## config.mk

```make
export PLATFORM = sky130hd
export DESIGN_NAME = seg7_scan_reader
export DESIGN_NICKNAME = d
export VERILOG_FILES = /design/src/rtl/seg7_pkg.sv /design/src/rtl/seg7_glyph_decode.sv /design/src/rtl/seg7_scan_reader.sv
export SDC_FILE = /design/constraint.sdc
export NUM_CORES = 1
export LEC_CHECK = 0
export CAP_MARGIN = 20
export CELL_PAD_IN_SITES_DETAIL_PLACEMENT = 1
export CELL_PAD_IN_SITES_GLOBAL_PLACEMENT = 1
export CORE_MARGIN = 2
export CORE_UTILIZATION = 45
export DETAILED_ROUTE_END_ITERATION = 10
export DONT_BUFFER_PORTS = 1
export PLACE_DENSITY_LB_ADDON = 0.1
export SLEW_MARGIN = 15
export SYNTH_ARGS = -nofsm -noshare
export SYNTH_HDL_FRONTEND = slang
export SYNTH_SLANG_ARGS = --single-unit
```

## constraint.sdc

```tcl
create_clock -name clk -period 6.8 [get_ports clk]
set_clock_uncertainty 0.2 [all_clocks]
set_input_delay 1.36 -clock clk [delete_from_list [all_inputs] [get_ports clk]]
set_output_delay 1.36 -clock clk [all_outputs]
set_load 0.01 [all_outputs]
```

## src/rtl/seg7_pkg.sv

```systemverilog
// Shared definitions for the 7-segment display path: glyph constants, the
// decode error code and the receive-side FSM states.
package seg7_pkg;

  localparam logic [6:0] SEG7_0 = 7'h7E;
  localparam logic [6:0] SEG7_1 = 7'h30;
  localparam logic [6:0] SEG7_2 = 7'h6D;
  localparam logic [6:0] SEG7_3 = 7'h79;
  localparam logic [6:0] SEG7_4 = 7'h33;
  localparam logic [6:0] SEG7_5 = 7'h5B;
  localparam logic [6:0] SEG7_6 = 7'h5F;
  localparam logic [6:0] SEG7_7 = 7'h70;
  localparam logic [6:0] SEG7_8 = 7'h7F;
  localparam logic [6:0] SEG7_9 = 7'h7B;

  localparam logic [3:0] SEG7_ERR_BCD = 4'hF;

  typedef enum logic [1:0] {
    ST_WAIT,
    ST_SETTLE,
    ST_HELD
  } state_t;

endpackage

```

## src/rtl/seg7_glyph_decode.sv

```systemverilog
// Combinational glyph decoder: segment pattern (seg[6]=a .. seg[0]=g) to BCD.
// Unknown patterns, blank included, give SEG7_ERR_BCD with err set.
module seg7_glyph_decode
  import seg7_pkg::*;
(
  input  logic [6:0] seg,
  output logic [3:0] bcd,
  output logic       err
);

  // Table lookup against the shared glyph constants.
  always_comb begin
    bcd = SEG7_ERR_BCD;
    err = 1'b0;
    case (seg)
      SEG7_0:  bcd = 4'd0;
      SEG7_1:  bcd = 4'd1;
      SEG7_2:  bcd = 4'd2;
      SEG7_3:  bcd = 4'd3;
      SEG7_4:  bcd = 4'd4;
      SEG7_5:  bcd = 4'd5;
      SEG7_6:  bcd = 4'd6;
      SEG7_7:  bcd = 4'd7;
      SEG7_8:  bcd = 4'd8;
      SEG7_9:  bcd = 4'd9;
      default: begin
        bcd = SEG7_ERR_BCD;
        err = 1'b1;
      end
    endcase
  end

endmodule

```

## src/rtl/seg7_scan_reader.sv

```systemverilog
// Receive side of the multiplexed 7-segment interface. Registers the pins,
// waits for each digit dwell to be stable for STABLE_CYCLES samples, decodes
// the glyph once per dwell and assembles complete frames.
// Optional feature macro: SEG_DP_EN adds the decimal point input dp and the
// per-digit dp_digits output; dp then also takes part in change detection.
module seg7_scan_reader #(
  parameter int unsigned NUM_DIGITS    = 4,
  parameter int unsigned STABLE_CYCLES = 8
) (
  input  logic                    clk,
  input  logic                    rst,
  input  logic [6:0]              seg,
  input  logic [NUM_DIGITS-1:0]   an,
`ifdef SEG_DP_EN
  input  logic                    dp,
  output logic [NUM_DIGITS-1:0]   dp_digits,
`endif
  output logic [4*NUM_DIGITS-1:0] bcd_digits,
  output logic [NUM_DIGITS-1:0]   digit_err,
  output logic                    frame_valid,
  output logic                    frame_err
);

  import seg7_pkg::*;

  localparam logic [7:0] CNT_LAST = 8'(STABLE_CYCLES - 1);

  logic [6:0]            seg_q, seg_p;
  logic [NUM_DIGITS-1:0] an_q, an_p;
`ifdef SEG_DP_EN
  logic                  dp_q, dp_p;
`endif

  state_t                state;
  logic [7:0]            cnt;
  logic [NUM_DIGITS-1:0] seen;

  logic                  change;
  logic                  an_ok;
  logic [3:0]            dec_bcd;
  logic                  dec_err;
  logic [NUM_DIGITS-1:0] seen_nxt;
  logic [NUM_DIGITS-1:0] err_nxt;

  seg7_glyph_decode u_decode (
    .seg (seg_q),
    .bcd (dec_bcd),
    .err (dec_err)
  );

  // Input registers plus a one-cycle-delayed copy for change detection.
  always_ff @(posedge clk) begin
    if (rst) begin
      seg_q <= '0;
      an_q  <= '0;
      seg_p <= '0;
      an_p  <= '0;
`ifdef SEG_DP_EN
      dp_q  <= 1'b0;
      dp_p  <= 1'b0;
`endif
    end else begin
      seg_q <= seg;
      an_q  <= an;
      seg_p <= seg_q;
      an_p  <= an_q;
`ifdef SEG_DP_EN
      dp_q  <= dp;
      dp_p  <= dp_q;
`endif
    end
  end

  // Change detect, digit-enable validity and the post-capture bookkeeping.
  // an_q is one-hot whenever a capture happens, so it doubles as the digit select.
  always_comb begin
`ifdef SEG_DP_EN
    change = ({an_q, seg_q, dp_q} != {an_p, seg_p, dp_p});
`else
    change = ({an_q, seg_q} != {an_p, seg_p});
`endif
    an_ok    = $onehot(an_q);
    seen_nxt = seen | an_q;
    err_nxt  = (digit_err & ~an_q) | (dec_err ? an_q : '0);
  end

  // Dwell FSM with stability counter; captures exactly once per stable dwell.
  always_ff @(posedge clk) begin
    if (rst) begin
      state       <= ST_WAIT;
      cnt         <= '0;
      seen        <= '0;
      bcd_digits  <= '0;
      digit_err   <= '0;
      frame_valid <= 1'b0;
      frame_err   <= 1'b0;
`ifdef SEG_DP_EN
      dp_digits   <= '0;
`endif
    end else begin
      frame_valid <= 1'b0;
      case (state)
        ST_WAIT: begin
          if (an_ok) begin
            state <= ST_SETTLE;
            cnt   <= 8'd1;
          end
        end
        ST_SETTLE: begin
          if (change) begin
            state <= an_ok ? ST_SETTLE : ST_WAIT;
            cnt   <= 8'd1;
          end else if (cnt == CNT_LAST) begin
            state <= ST_HELD;
            for (int unsigned i = 0; i < NUM_DIGITS; i++) begin
              if (an_q[i]) begin
                bcd_digits[4*i +: 4] <= dec_bcd;
`ifdef SEG_DP_EN
                dp_digits[i]         <= dp_q;
`endif
              end
            end
            digit_err <= err_nxt;
            if (&seen_nxt) begin
              frame_valid <= 1'b1;
              frame_err   <= |err_nxt;
              seen        <= '0;
            end else begin
              seen        <= seen_nxt;
            end
          end else begin
            cnt <= cnt + 8'd1;
          end
        end
        ST_HELD: begin
          if (change) begin
            state <= an_ok ? ST_SETTLE : ST_WAIT;
            cnt   <= 8'd1;
          end
        end
        default: state <= ST_WAIT;
      endcase
    end
  end

endmodule

```

After elaboration in Yosys (flattened, before gate mapping). Index checks and enable logic that the tools add are counted.

Add/subtract/negate cells: 4. Equality and inequality tests: 19. Multiplexer cells: 15. Bitwise operators: 7. Reduce and logical (&&, ||, !) cells: 14.

Operator list (number): equality test 7 bit, second input constant (8); one-hot mux 4 bit (10 select lines) (1); two-way mux 8 bit (4); one-hot mux 8 bit (3 select lines) (1); AND reduction 4 bit (6); equality test 7 x 6 -> 1 bit, second input constant (2); != test 11 bit (1); OR reduction 10 bit (1); adder 8 x 1 -> 8 bit, second input constant (1); equality test 8 x 3 -> 1 bit, second input constant (1); two-way mux 2 bit (4); two-way mux 4 bit (2); OR 4 bit (2); OR reduction 4 bit (2); AND reduction 7 bit (1); != test 3 bit, second input constant (2); one-hot mux 2 bit (3 select lines) (1); AND reduction 3 bit (2); adder 1 x 1 -> 2 bit (2); bitwise AND 4 bit (1); != test 2 bit, second input constant (2); NOT 4 bit (1); adder 2 x 2 -> 3 bit (1); equality test 3 x 1 -> 1 bit, second input constant (1); other kinds (6) (9).

Register bits after elaboration: 58. Input port bits: 13. Output and inout bits: 22. Word-level logic and storage cells: 73.

Logic depth before layout (Yosys ltp).
Word-level depth: 6. Gate-level depth with buffers: 11. Mapped depth without buffers: 11.

Hierarchy. A second synthesis with hierarchy kept.

Cells, all modules: 289. Area, all modules: 2585.0 um2.

Modules (own cells, without submodules): seg7_scan_reader (instances 1, cells an instance 259, area each 2393.5 um2, seq. area each 1161.1 um2); seg7_glyph_decode (instances 1, cells an instance 30, area each 191.4 um2, seq. area each 0.0 um2).

Worst setup path before layout. No wires, ideal clock.

Path type: register -> register. Start point: reg an_q[0]. End point: reg cnt[6]. Data arrival time: 2.723 ns. Setup slack: 3.763 ns. Cell stages (with the launch flop): 11. Path buffers: 0. Clock period less this slack: 3.037 ns. Cells stage by stage: dfxtp_1 -> inv_1 -> fa_1 -> inv_1 -> ha_1 -> ha_1 -> or3b_2 -> nor3b_1 -> or3b_2 -> xor2_1 -> nor2_1.

Longest elaborated chain between the ends: 5. Elaborated cells on any way between the ends: 10. Classes of those cells: 2 x add/sub; 5 x eq/ne; 2 x mux; 1 x reduce/logical.

RTL lines: start: declaration (line seg7_scan_reader.sv:29) `logic [NUM_DIGITS-1:0] an_q, an_p;`; start signal: assignment (line seg7_scan_reader.sv:64) `an_q <= an;`; adder 1 x 1 -> 2 bit (not written as such) (line seg7_scan_reader.sv:82) `an_ok = $onehot(an_q);`; adder 2 x 2 -> 3 bit (not written as such) (line seg7_scan_reader.sv:82); equality test 3 x 1 -> 1 bit (line seg7_scan_reader.sv:82); != test 2 bit (no line); AND reduction 4 bit (no line); end signal: assignment (line seg7_scan_reader.sv:132) `cnt <= cnt + 8'd1;`; end: declaration (line seg7_scan_reader.sv:35) `logic [7:0] cnt;`.

Parallel ways exist; a longest one is shown, timed or not. A chain may end at the register's enable or synchronous reset.

Worst setup path after layout.
Start point: reg an_q[0]. End point: reg cnt[5].

The elaborated chain is that of the path after synthesis.

==> impl_metrics.toml <==
[grt]
gr-usage-met3_pct = 6.36
grt_pass1_wl_um = 9160
grtUsageMet1_pct = 24.6
grtUsageTotal_pct = 19.5
use_met2_pct = 30.0
grt_pass1_vias = 1854
gr-total-overflow = 0
antenna_found_initial = 0
grt.busiest_layer = "met2"
grt_max_degree = 56

[pwr]
vdd_ir_drop_max_mv = 0.212
total_leakage_power_nw = 1.01
power_mw = 0.760
pwr_density_cell_nw_per_um2 = 274

[yosys]
syn_area_per_cell_um2 = 9.35
ys_types = 54
yosys-top-cells-area = "dfxtp_1, nor2_1, mux2i_1"
syn-num-nets = 290
synth_top_area_share_pct = 45.5
synth_warnings = 0
synthCells = 273
syn_area_um2 = 2550
synth_edf_count = 0
synth_seq_cells = 58
ys_seq_area_share_pct = 45.5
synth_ff_type = "dfxtp_1"
synth.largest_area_cell = "dfxtp_1"
async_flop_share_pct = 0

[clocking]
cts_tree = "done"
post_cts_buffers = 0
clockBufferDepth = 2
cts_root_buffer = "clkbuf_8"
cts_sinks = 58
clock_latency_ns = 0.34
cts_resized = 0
h-tree-depth = 3
cts_hold_buf = 0
cts-buffers-inserted = 9
path_clk_slew_ns = 0.07

[detailed_routing]
postRouteAntennaNets = 0
drcViolationCount = 0
dr.pass1.iters = 4
num_vias = 1829
wirelength_um = 5590
vias_per_cell = 5.35
drt_iter0_drc = 52
avgRoutedWirePerCell_um = 16.3

[cells_and_area]
final_cell_mix = "dfxtp_1, nor2_1, nor2b_1"
final_common_cell = "dfxtp_1"
fin_util_pct = 50.4
fin_nets = 282
area_delta_synth_final_pct = 8.68
n_antenna_cell = 0
fill_cells = 631
drive_gt1_share_pct = 8.89

[placement]
io_buffers = 0
gp_congestion = 0.804
dp_slack_ns = 3.63
dp_hpwl_um = 3740

[status]
status = "finished, final reports clean"

[sta]
fin_setup_tns_ns = 0
hold_viol_final = 0
fin_crit_sh_pct = 47.2
max_freq_mhz = 312
fin_crit_ns = 3.21
rsz0062_at_grt = "no"
maxSlewHeadroom_pct = 52.8
worst_slack_ns = 3.59
worstMarginPinSlew_ns = 0.706
setup_viol = 0
final_max_slew_viol_count = 0

[min_path]
worstHoldStart = "seen[3]$_SDFFE_PP0P_"
hold_depth = 1
hold_path.class = "reg -> reg"

[floorplanning]
io_pins = 35
core_area_um2 = 5510
die_h_um = 79.3
die-width_um = 79.3
dieArea_um2 = 6290
rows = 27
start_util_pct = 46.4

[worst_setup_path]
r2r_start = "an_q[0]$_SDFF_PP0_"
path_class = "reg -> reg"
crit_path_end_kind = "flop"
critPathArrivalTime_ns = 3.23
startpoint = "an_q[0]$_SDFF_PP0_"
cp-start-kind = "flop"
r2r_cells = 11
path_max_fanout = 5
required_ns = 6.82

[run]
max-cap-violations = 0
metal layers:
metal,vias to the layer above,routed length [um]
met3,10,182
met5,-,0
met1,863,2740
met4,0,108
li1,932,-
met2,24,2560
area by class of cell:
type | instances | area [um2] | share of cell area (%)
Inverter | 11 | 41.3 | 1.49
Clock inverter | 7 | 101 | 3.65
Clock buffer | 9 | 124 | 4.47
Multi-Input combinational cell | 185 | 1260 | 45.3
Sequential cell | 58 | 1160 | 41.9
Tap cell | 72 | 90.1 | 3.25
report_power, final:
| part | total (mW) | internal [mW] | switching, mW |
|---|---|---|---|
| Clock | 0.359 | 0.209 | 0.150 |
| Sequential | 0.359 | 0.348 | 0.0115 |
| Combinational | 0.0417 | 0.0194 | 0.0223 |
path summary, 6_finish.rpt:
path	end	slack [ns]
setup / recovery	cnt[5]$_SDFFE_PP0P_	3.59
hold / removal	seen[3]$_SDFFE_PP0P_	0.28
setup reg to reg	cnt[5]$_SDFFE_PP0P_	3.59
hold reg to reg	seen[3]$_SDFFE_PP0P_	0.28
cell usage after synthesis, types with 4 or more instances:
cell type  count
inv_1         11
a21oi_1        8
nor2_1        39
o21ai_0        5
nand3_1        4
mux2i_1       12
xor2_1        13
nor2b_1       19
clkbuf_1      11
o22ai_1        4
o21a_1         5
and4_1         4
nor3b_1        4
nand2_1       10
dfxtp_1       58
nor3_1         6
a211oi_1       8
registers in the layout, summed over array words and instances (netlist names):
name / flops
cnt: 8
seg_p: 7
an_q: 4
seg_q: 7
seen: 4
frame_valid: 1
bcd_digits: 16
an_p: 4
digit_err: 4
frame_err: 1
state: 2
stage by stage:
step,cells,hold slack [ns],cell area [um2]
final,342,0.278,2770
after CTS,342,0.285,2770
after global routing,342,0.300,2770
after detailed placement,326,0.257,2550
after global placement,326,0.264,2550
after floorplan,273,0.241,2550
critical path: stages (launching register included):
cell	delay, ns
dfxtp_1	0.41
inv_1	0.11
fa_1	0.54
inv_1	0.04
ha_1	0.17
ha_1	0.26
or3b_2	0.49
nor3b_1	0.18
a21oi_1	0.23
a21oi_1	0.16
o21ai_0	0.20
o41ai_1	0.10
logic make-up (layout without fill, tap and decap cells):
group | count (synthesis) | after routing | synth area share [%]
adder cells (fa/ha/maj) | 5 | 5 | 2.65
AND/OR/NAND/NOR | 109 | 109 | 23.5
XOR/XNOR | 14 | 14 | 4.80
multiplexers | 12 | 12 | 4.71
buffers and inverters | 30 | 27 | 5.29
AO/OA/AOI/OAI | 45 | 45 | 13.5
flip-flops | 58 | 58 | 45.5
Power figures use the tool's default switching activity.
